<file path="src/rtl/proc_pkg.sv">
// Shared types for proc_core: opcodes, FSM states, PSR bit positions and
// branch condition codes.
package proc_pkg;

    typedef enum logic [3:0] {
        OP_NOP = 4'd0,
        OP_LD  = 4'd1,
        OP_STR = 4'd2,
        OP_BRA = 4'd3,
        OP_XOR = 4'd4,
        OP_ADD = 4'd5,
        OP_ROT = 4'd6,
        OP_SHF = 4'd7,
        OP_HLT = 4'd8,
        OP_CMP = 4'd9
    } op_e;

    typedef enum logic [2:0] {
        ST_IDLE,
        ST_READ,
        ST_EXEC,
        ST_WB,
        ST_HALT
    } state_e;

    localparam int PSR_C = 0;
    localparam int PSR_P = 1;
    localparam int PSR_E = 2;
    localparam int PSR_N = 3;
    localparam int PSR_Z = 4;

    localparam logic [2:0] CC_ALWAYS = 3'd0;

endpackage

</file>
<file path="src/rtl/proc_alu.sv">
// Combinational datapath for LD/XOR/ADD/ROT/SHF/CMP plus PSR flag generation.
// i_a is the destination register value, i_b the source operand S.
module proc_alu
    import proc_pkg::*;
#(
    parameter int BUSW = 12
) (
    input  op_e             i_op,
    input  logic [BUSW-1:0] i_a,
    input  logic [BUSW-1:0] i_b,
    input  logic [BUSW-1:0] i_cnt,
    output logic [BUSW-1:0] o_res,
    output logic [4:0]      o_flags
);

    localparam logic [BUSW-1:0] WIDTH_V = BUSW'(BUSW);

    logic [BUSW:0]   w_sum;
    logic            w_cnt_neg;
    logic [BUSW-1:0] w_cnt_mag;
    logic [BUSW-1:0] w_rot_amt;
    logic [BUSW-1:0] w_rot_l;
    logic [BUSW-1:0] w_rot_r;
    logic [BUSW-1:0] w_shf;

    assign w_sum     = {1'b0, i_a} + {1'b0, i_b};
    // The count is two's-complement; its magnitude always fits unsigned in BUSW bits.
    assign w_cnt_neg = i_cnt[BUSW-1];
    assign w_cnt_mag = w_cnt_neg ? (~i_cnt + BUSW'(1)) : i_cnt;
    assign w_rot_amt = w_cnt_mag % WIDTH_V;
    assign w_rot_l   = (i_a << w_rot_amt) | (i_a >> (WIDTH_V - w_rot_amt));
    assign w_rot_r   = (i_a >> w_rot_amt) | (i_a << (WIDTH_V - w_rot_amt));
    assign w_shf     = (w_cnt_mag >= WIDTH_V) ? '0 :
                       (w_cnt_neg ? (i_a >> w_cnt_mag) : (i_a << w_cnt_mag));

    always_comb begin
        o_res = '0;
        case (i_op)
            OP_LD:   o_res = i_b;
            OP_XOR:  o_res = i_a ^ i_b;
            OP_ADD:  o_res = w_sum[BUSW-1:0];
            OP_ROT:  o_res = w_cnt_neg ? w_rot_r : w_rot_l;
            OP_SHF:  o_res = w_shf;
            OP_CMP:  o_res = ~i_b;
            default: o_res = '0;
        endcase
    end

    always_comb begin
        o_flags        = '0;
        o_flags[PSR_C] = (i_op == OP_ADD) && w_sum[BUSW];
        o_flags[PSR_P] = ^o_res;
        o_flags[PSR_E] = ~o_res[0];
        o_flags[PSR_N] = o_res[BUSW-1];
        o_flags[PSR_Z] = ~|o_res;
    end

endmodule

</file>
<file path="src/rtl/proc_core.sv">
// Multi-cycle decoded-instruction core: IDLE -> READ -> EXEC -> WB.
// Define PROC_ILLEGAL_TRAP_EN to trap opcodes 10-15 into HALT with illegal=1.
module proc_core
    import proc_pkg::*;
#(
    parameter int BUSW   = 12,
    parameter int RWORDS = 8,
    parameter int MWORDS = 8,
    parameter int PCW    = 8,
    parameter int PSRW   = 5
) (
    input  logic            clk,
    input  logic            rst,
    input  logic            instr_valid,
    output logic            instr_ready,
    input  logic [3:0]      opcode,
    input  logic            src_is_imm,
    input  logic [BUSW-1:0] src_op,
    input  logic [BUSW-1:0] dst_op,
    output logic [BUSW-1:0] res,
    output logic            res_valid,
    output logic [PSRW-1:0] status,
    output logic [PCW-1:0]  pc,
    output logic            halted,
    output logic            illegal
);

    localparam int RIW = (RWORDS > 1) ? $clog2(RWORDS) : 1;
    localparam int MIW = (MWORDS > 1) ? $clog2(MWORDS) : 1;

    state_e          r_state;
    op_e             r_op;
    logic            r_imm;
    logic [BUSW-1:0] r_src;
    logic [BUSW-1:0] r_dst;
    logic [BUSW-1:0] r_a;
    logic [BUSW-1:0] r_b;
    logic [BUSW-1:0] r_result;
    logic [PSRW-1:0] r_flags;
    logic            r_upd_psr;
    logic            r_reg_we;
    logic            r_mem_we;
    logic            r_taken;
    logic [BUSW-1:0] r_res;
    logic            r_res_valid;
    logic [PSRW-1:0] r_status;
    logic [PCW-1:0]  r_pc;
    logic            r_halted;
    logic [BUSW-1:0] r_regs [RWORDS];
    logic [BUSW-1:0] r_mem  [MWORDS];

    logic [BUSW-1:0] w_alu_res;
    logic [4:0]      w_alu_flags;
    logic [2:0]      w_cc;
    logic [7:0]      w_cc_flags;
    logic            w_taken;
    logic [PCW-1:0]  w_bra_pc;
    logic            w_unused;

    proc_alu #(.BUSW(BUSW)) u_alu (
        .i_op    (r_op),
        .i_a     (r_a),
        .i_b     (r_b),
        .i_cnt   (r_src),
        .o_res   (w_alu_res),
        .o_flags (w_alu_flags)
    );

    // cc=0 always; cc=1..5 test PSR[cc-1]; zero padding makes 6 and 7 never taken.
    assign w_cc       = r_src[2:0];
    assign w_cc_flags = {3'b000, r_status};
    assign w_taken    = (w_cc == CC_ALWAYS) || w_cc_flags[w_cc - 3'd1];
    assign w_bra_pc   = w_taken ? r_dst[PCW-1:0] : r_pc + PCW'(1);
    assign w_unused   = &{1'b0, r_dst};

    assign instr_ready = (r_state == ST_IDLE);
    assign res         = r_res;
    assign res_valid   = r_res_valid;
    assign status      = r_status;
    assign pc          = r_pc;
    assign halted      = r_halted;

    always_ff @(posedge clk) begin
        if (rst) begin
            r_state     <= ST_IDLE;
            r_op        <= OP_NOP;
            r_imm       <= 1'b0;
            r_src       <= '0;
            r_dst       <= '0;
            r_a         <= '0;
            r_b         <= '0;
            r_result    <= '0;
            r_flags     <= '0;
            r_upd_psr   <= 1'b0;
            r_reg_we    <= 1'b0;
            r_mem_we    <= 1'b0;
            r_taken     <= 1'b0;
            r_res       <= '0;
            r_res_valid <= 1'b0;
            r_status    <= '0;
            r_pc        <= '0;
            r_halted    <= 1'b0;
        end else begin
            r_res_valid <= 1'b0;
            case (r_state)
                ST_IDLE: begin
                    if (instr_valid) begin
                        r_op    <= op_e'(opcode);
                        r_imm   <= src_is_imm;
                        r_src   <= src_op;
                        r_dst   <= dst_op;
                        r_state <= ST_READ;
                    end
                end
                ST_READ: begin
                    r_a <= r_regs[r_dst[RIW-1:0]];
                    if (r_imm)
                        r_b <= r_src;
                    else if (r_op == OP_LD)
                        r_b <= r_mem[r_src[MIW-1:0]];
                    else
                        r_b <= r_regs[r_src[RIW-1:0]];
                    r_state <= ST_EXEC;
                end
                ST_EXEC: begin
                    r_upd_psr <= 1'b0;
                    r_reg_we  <= 1'b0;
                    r_mem_we  <= 1'b0;
                    r_taken   <= 1'b0;
                    r_result  <= '0;
                    r_flags   <= w_alu_flags;
                    r_state   <= ST_WB;
                    case (r_op)
                        OP_LD, OP_XOR, OP_ADD, OP_ROT, OP_SHF, OP_CMP: begin
                            r_result  <= w_alu_res;
                            r_upd_psr <= 1'b1;
                            r_reg_we  <= 1'b1;
                        end
                        OP_STR: begin
                            r_result <= r_b;
                            r_mem_we <= 1'b1;
                        end
                        OP_BRA: begin
                            r_result <= BUSW'(w_bra_pc);
                            r_taken  <= w_taken;
                        end
                        OP_HLT: begin
                            r_halted <= 1'b1;
                            r_state  <= ST_HALT;
                        end
                        default: begin
`ifdef PROC_ILLEGAL_TRAP_EN
                            if (r_op >= 4'd10) begin
                                r_halted <= 1'b1;
                                r_state  <= ST_HALT;
                            end
`endif
                        end
                    endcase
                end
                ST_WB: begin
                    r_res       <= r_result;
                    r_res_valid <= 1'b1;
                    if (r_upd_psr)
                        r_status <= r_flags;
                    r_pc    <= r_taken ? r_dst[PCW-1:0] : r_pc + PCW'(1);
                    r_state <= ST_IDLE;
                end
                default: r_state <= ST_HALT;
            endcase
        end
    end

    always_ff @(posedge clk) begin
        if (rst) begin
            for (int i = 0; i < RWORDS; i++) r_regs[i] <= '0;
            for (int i = 0; i < MWORDS; i++) r_mem[i]  <= '0;
        end else if (r_state == ST_WB) begin
            if (r_reg_we) r_regs[r_dst[RIW-1:0]] <= r_result;
            if (r_mem_we) r_mem[r_dst[MIW-1:0]]  <= r_result;
        end
    end

`ifdef PROC_ILLEGAL_TRAP_EN
    logic r_illegal;
    always_ff @(posedge clk) begin
        if (rst)
            r_illegal <= 1'b0;
        else if (r_state == ST_EXEC && r_op >= 4'd10)
            r_illegal <= 1'b1;
    end
    assign illegal = r_illegal;
`else
    assign illegal = 1'b0;
`endif

endmodule

</file>
<file path="config.mk">
export PLATFORM = sky130hd
export DESIGN_NAME = proc_core
export DESIGN_NICKNAME = d
export VERILOG_FILES = /design/src/rtl/proc_pkg.sv /design/src/rtl/proc_alu.sv /design/src/rtl/proc_core.sv
export SDC_FILE = /design/constraint.sdc
export NUM_CORES = 1
export LEC_CHECK = 0
export CAP_MARGIN = 40
export CORE_UTILIZATION = 50
export CTS_CLUSTER_SIZE = 30
export DETAILED_ROUTE_END_ITERATION = 8
export PLACE_DENSITY = 0.67
export SLEW_MARGIN = 30
export SYNTH_ARGS = -nofsm -noshare
export SYNTH_HDL_FRONTEND = slang
export SYNTH_SLANG_ARGS = --single-unit
</file>
<file path="constraint.sdc">
create_clock -name clk -period 13.2 [get_ports clk]
set_input_delay 2.64 -clock clk [delete_from_list [all_inputs] [get_ports clk]]
set_output_delay 2.64 -clock clk [all_outputs]
set_load 0.05 [all_outputs]
</file>
# Yosys cells after proc, flatten, opt, wreduce, memory -nomap -nowiden
# Memory sizes are Yosys's and may differ from the RTL's. A register that Yosys moved wholly into a read port is not among the register bits.
# Index checks and enable logic that the tools add are counted.
# op_classes
add_sub_neg	5
n_div	1
magnitude_cmp	2
n_eq_ne	13
shift	6
muxes	39
bitwise	6
n_reduce_logical	13
# ops
cell	n
2-to-1 mux 12 bit	8
case mux 12 bit (6 select lines)	1
case mux 12 bit (3 select lines)	1
OR reduction 12 bit	3
<< shifter 12 x 12 -> 12 bit	3
right shift 12 x 12 -> 12 bit	3
2-to-1 mux 3 bit	8
inverter 12 bit	2
OR 12 bit	2
2-to-1 mux 1 bit	17
equality test 4 x 3 -> 1 bit (second input constant)	4
2-to-1 mux 8 bit	2
adder 12 x 12 -> 13 bit	1
adder 12 x 1 -> 12 bit (second input constant)	1
greater-or-equal comparator 12 x 4 -> 1 bit (second input constant)	1
remainder unit 12 x 4 -> 12 bit (second input constant)	1
case mux 3 bit (4 select lines)	1
parity 12 bit	1
subtractor 4 x 12 -> 12 bit (first input constant)	1
bitwise XOR 12 bit	1
adder 8 x 1 -> 8 bit (second input constant)	1
equality test 4 x 2 -> 1 bit (second input constant)	2
equality test 4 bit (second input constant)	2
equality test 3 x 2 -> 1 bit (second input constant)	2
13 further kinds	16
# word_totals
register_bits	87
ram_bits	192
output_inout_bits	29
n_memories	2
# mem_list
name	depth	word_bits	rd	rd_clocked_by_memory_dff	write_ports	line_no	source
r_mem	8	12	1	1	8	proc_core.sv:50	logic [BUSW-1:0] r_mem [MWORDS];
r_regs	8	12	2	2	8	proc_core.sv:49	logic [BUSW-1:0] r_regs [RWORDS];

# Depth between registers and ports, before layout
# depth
word_depth	11
mapped_depth	26
mapped_depth_nobuf	20

# Cells and area by module
# Synthesis repeated with hierarchy kept, for this count alone.
# hier_totals
hier_cells	1909
hier_area_um2	18661.6
# modules_own_cells
mod	n_inst	cells_each	area_each_um2
proc_core	1	1196	13958.4
proc_alu	1	713	4703.3

# Worst setup path after synthesis
# No wires, ideal clock.
# synth_timing
kind	reg2reg
from	register r_src[0]
to	register r_flags[1]
setup_time_ns	0.086
arrival_time_ns	5.372
slack_ns	7.742
path_stages_with_launch	25
n_path_buf	4
period_less_slack_ns	5.458
path_cell_list	dfxtp_1 -> buf_2 -> inv_1 -> buf_1 -> ha_1 -> clkbuf_1 -> or2_2 -> nor4_1 -> a211o_1 -> buf_2 -> nand2_1 -> a21oi_1 -> o31a_1 -> nor3_4 -> nand2_1 -> o22ai_1 -> mux2_2 -> o221a_1 -> a221o_1 -> and2_1 -> ha_1 -> xnor2_1 -> xnor2_1 -> xnor2_1 -> a211oi_1
# synth_via
elab_chain_cells	10
# synth_lines
item	line_no	source
start, declared	proc_core.sv:34	logic [BUSW-1:0] r_src;
start signal, assigned	proc_core.sv:110	r_src <= src_op;
inverter 12 bit	proc_alu.sv:29	assign w_cnt_mag = w_cnt_neg ? (~i_cnt + BUSW'(1)) : i_cnt;
adder 12 x 1 -> 12 bit	proc_alu.sv:29	
2-to-1 mux 12 bit (*)	proc_alu.sv:29	
remainder unit 12 x 4 -> 12 bit	proc_alu.sv:30	assign w_rot_amt = w_cnt_mag % WIDTH_V;
subtractor 4 x 12 -> 12 bit	proc_alu.sv:31, proc_alu.sv:32	
right shift 12 x 12 -> 12 bit or << shifter 12 x 12 -> 12 bit (tied branches)	proc_alu.sv:31, proc_alu.sv:32	
OR 12 bit, on equally long branches	proc_alu.sv:31, proc_alu.sv:32	
2-to-1 mux 12 bit	proc_alu.sv:42	OP_ROT: o_res = w_cnt_neg ? w_rot_r : w_rot_l;
case mux 12 bit (6 select lines) (*)	proc_alu.sv:38	case (i_op)
parity 12 bit (*)	proc_alu.sv:52	o_flags[PSR_P] = ^o_res;
end signal, assigned	proc_core.sv:131	r_flags <= w_alu_flags;
end, declared	proc_core.sv:39	logic [PSRW-1:0] r_flags;
# Mark *: on every way between the ends. The rest lies on a longest branch, timed or not.
# A chain may end at the register's enable or synchronous reset.

# Worst setup path after layout
# Ends and elaborated chain as after synthesis.

==> impl_metrics.json <==
{
  "min_from": "res[6]$_SDFFE_PP0P_",
  "clock_skew_ps": 24.4,
  "p_leak_nw": 6.99,
  "vias": 15579,
  "fin_setup_tns_ps": 0,
  "vias_per_cell": 6.55,
  "vdd_drop_max_v": 0.000119,
  "drt_iter0_markers": 1435,
  "antenna_found_initial": 0,
  "insertion_delay_ps": 570,
  "dpl.cell_count": 2313,
  "synthesis.nets": 1969,
  "crit_required_ps": 13690,
  "critPathLaunchType": "register",
  "hold_path_end": "res[6]$_SDFFE_PP0P_",
  "min_path_cells": 2,
  "dieArea_sq_um": 38200,
  "cts_made_buffers": 31,
  "netlist_area_sq_um": 18700,
  "die_x_um": 195,
  "slowest_stage": "o31ai_4",
  "worstMarginPinSlew_ps": 942,
  "routed_wl_um": 59800,
  "drive_gt1_share_pct": 13.3,
  "final_nets": 1938,
  "critPathMaxStageDelay_ps": 710,
  "synth_cell_types": 88,
  "synth_most_common_cell": "and2_1",
  "grt_pass1_vias": 14925,
  "synth_top_area_share_pct": 30.8,
  "hold_class": "reg -> reg",
  "ant_nets": 0,
  "crit_family": "compound AO/OA/AOI/OAI gates",
  "initial_core_util_pct": 51.0,
  "cts_hold_buf": 0,
  "synthFlopType": "edfxtp_1",
  "whs_ps": 453,
  "place.detailed.hpwl_um": 41400,
  "finalMaxSlewViolations": 0,
  "clockBufferDepth": 3,
  "grt-ovfl-total": 0,
  "core_region_area_sq_um": 36700,
  "post_cts_buffers": 0,
  "area_delta_synth_final_pct": 10.1,
  "fillers": 3188,
  "synth_area_leaders": "edfxtp_1 31%, dfxtp_1 11%, mux4_2 9.3%",
  "yosysSeqAreaShare_pct": 41.7,
  "yosysTopAreaCell": "edfxtp_1",
  "crit_top_cell": "xnor2_1",
  "cts_tree": "done",
  "path_max_fanout": 22,
  "grt_max_degree": 62,
  "path_cells": "inv_1, ha_1, buf_4, o21bai_1, a211o_1, nand4_1, mux2i_1, o21ai_0, nor3_1, o211a_1, buf_4, nor2_1, o31ai_4, nand2_1, and3_1, o311ai_1, and2_1, ha_1, xnor2_1, xnor2_1, xnor2_1, a211oi_1",
  "place_ws_ps": 6700,
  "post_drt_wl_per_cell_um": 25.2,
  "ff2ff_setup_slack_ps": 6490,
  "syn_area_per_cell_sq_um": 9.77,
  "syn_inst": 1915,
  "drv_cap": 0,
  "drc": 0,
  "rsz0062_at_grt": "no",
  "endpoint_kind": "register",
  "gp_congestion": 0.978,
  "ios": 61,
  "setup_viol": 0,
  "hold_viol": 0,
  "powerDensity_nw_per_um2": 134,
  "max_freq_mhz": 149,
  "r2r_end": "r_flags[1]$_SDFFE_PP0N_",
  "cts_resized": 0,
  "worst_slack_ps": 6490,
  "cts.clk_slew.worst_paths_ps": 60,
  "cts-root-buf": "clkbuf_16",
  "grtUsageTotal_pct": 31.1,
  "ys_ff_latch": 294,
  "relSlewSlack_pct": 35.6,
  "cp_data_arrival_time_ps": 7200,
  "synthArstFlopShare_pct": 0,
  "drt-pass1-iter-count": 6,
  "fin_cells": 2378,
  "grt_pass1_wl_um": 90600,
  "io_buffers": 55,
  "fp.dieH_um": 195,
  "synth_edf_count": 192,
  "rows": 70,
  "critPathKind": "reg -> reg",
  "status": "complete, no violations",
  "fin_crit_sh_pct": 50.8,
  "r2r_start": "r_src[0]$_SDFFE_PP0P_",
  "p_total_mw": 2.76,
  "yosys_warnings": 0,
  "synthTopCellsByCount": "207 x and2_1, 202 x nand2_1, 192 x edfxtp_1",
  "layout_min_cycle_time_ps": 6710,
  "htree_levels": 1,
  "path_buf_inv": 3,
  "reg2reg_depth": 22,
  "cts_num_sinks": 294
}
[worst max path at each step]
stage / startpoint / endpoint / cells after the start
2_1_floorplan: r_src[0]$_SDFFE_PP0P_ / r_flags[1]$_SDFFE_PP0N_ / 24
3_3_place_gp: r_src[3]$_SDFFE_PP0P_ / r_flags[1]$_SDFFE_PP0N_ / 17
3_5_place_dp: r_src[11]$_SDFFE_PP0P_ / r_flags[1]$_SDFFE_PP0N_ / 19
4_1_cts: r_src[11]$_SDFFE_PP0P_ / r_flags[1]$_SDFFE_PP0N_ / 19
5_1_grt: r_src[11]$_SDFFE_PP0P_ / r_flags[1]$_SDFFE_PP0N_ / 19
6_report: r_src[0]$_SDFFE_PP0P_ / r_flags[1]$_SDFFE_PP0N_ / 22
[cells in the final DEF (no fill, tap or decap), types with 9 or more instances in the layout]
cell type,instances
o22ai_1,21
a31oi_1,21
o31ai_1,12
nor2_1,129
ha_1,21
a311oi_1,16
a211oi_1,25
and2_1,207
a221oi_1,13
o211ai_1,22
a21oi_1,156
a22oi_1,21
nand3_1,52
o21ai_0,67
xor2_1,9
o22a_1,14
mux4_2,77
nand2b_1,14
mux2i_1,44
buf_4,51
o21bai_1,12
edfxtp_1,192
nor3_1,35
clkdlybuf4s50_1,54
or2_2,19
inv_1,20
nand4_1,19
clkbuf_16,31
xnor2_1,26
dfxtp_1,97
nand2_1,202
[final cells by class]
cell class | count | area [sq um] | area share [%]
clock buffers | 38 | 802 | 3.89
inverters | 21 | 78.8 | 0.383
flip-flops and latches | 294 | 7820 | 37.9
diodes | 1 | 2.50 | 0.0121
clock inverters | 20 | 179 | 0.869
repair buffers | 113 | 1020 | 4.94
well taps | 468 | 586 | 2.84
multi-input cells | 1423 | 10100 | 49.1
[power breakdown]
part	internal [mW]	total [mW]	switching, mW
clock network	0.490	0.857	0.367
registers	1.02	1.07	0.0549
logic	0.291	0.832	0.541
total	1.80	2.76	0.963
[routing by layer]
metal	part of all wire, %	vias to the layer above	wire length (um)	global-route usage, %
met1	40	7625	23700	39.5
met5	0	-	0	0
met2	49	705	29100	52.6
met4	4.9	0	2960	15.3
met3	6.8	160	4090	3.85
li1	-	7089	-	-
[worst min-delay path, cell delays in order (launching register included)]
cell and delay, ps:
dfxtp_1 300, nand2_1 50, a21oi_1 50
[registers in the layout, indices dropped and copies added, names as in the netlist, 3 cells and up, named ones only]
name,cells
r_state,3
r_dst,8
r_a,12
pc,8
res,12
status,5
r_mem,96
r_src,12
r_result,12
r_op,4
r_regs,96
r_flags,5
r_b,12
[stage by stage]
step | utilization, % | instance area (sq um)
after detailed placement | 53.3 | 19600
after global placement | 53.1 | 19500
after floorplan | - | 18700
after CTS | 56.0 | 20500
final | 56.1 | 20600
after global routing | 56.1 | 20600
[logic make-up (layout without fill, tap and decap cells)]
family                     Yosys count  count (layout)  share of synthesized area (%)
xor gates and xnor gates            39              39                           1.97
muxes                              128             128                           12.0
DFF                                294             294                           41.7
adders and majority gates           22              22                           1.51
other                                1               2                         0.0200
buffers and inverters              198             192                           4.38
and+or+nand+nor                    733             733                           20.3
AOI/OAI and AO/OA                  500             500                           18.0
(Power assumes the default switching activity.)
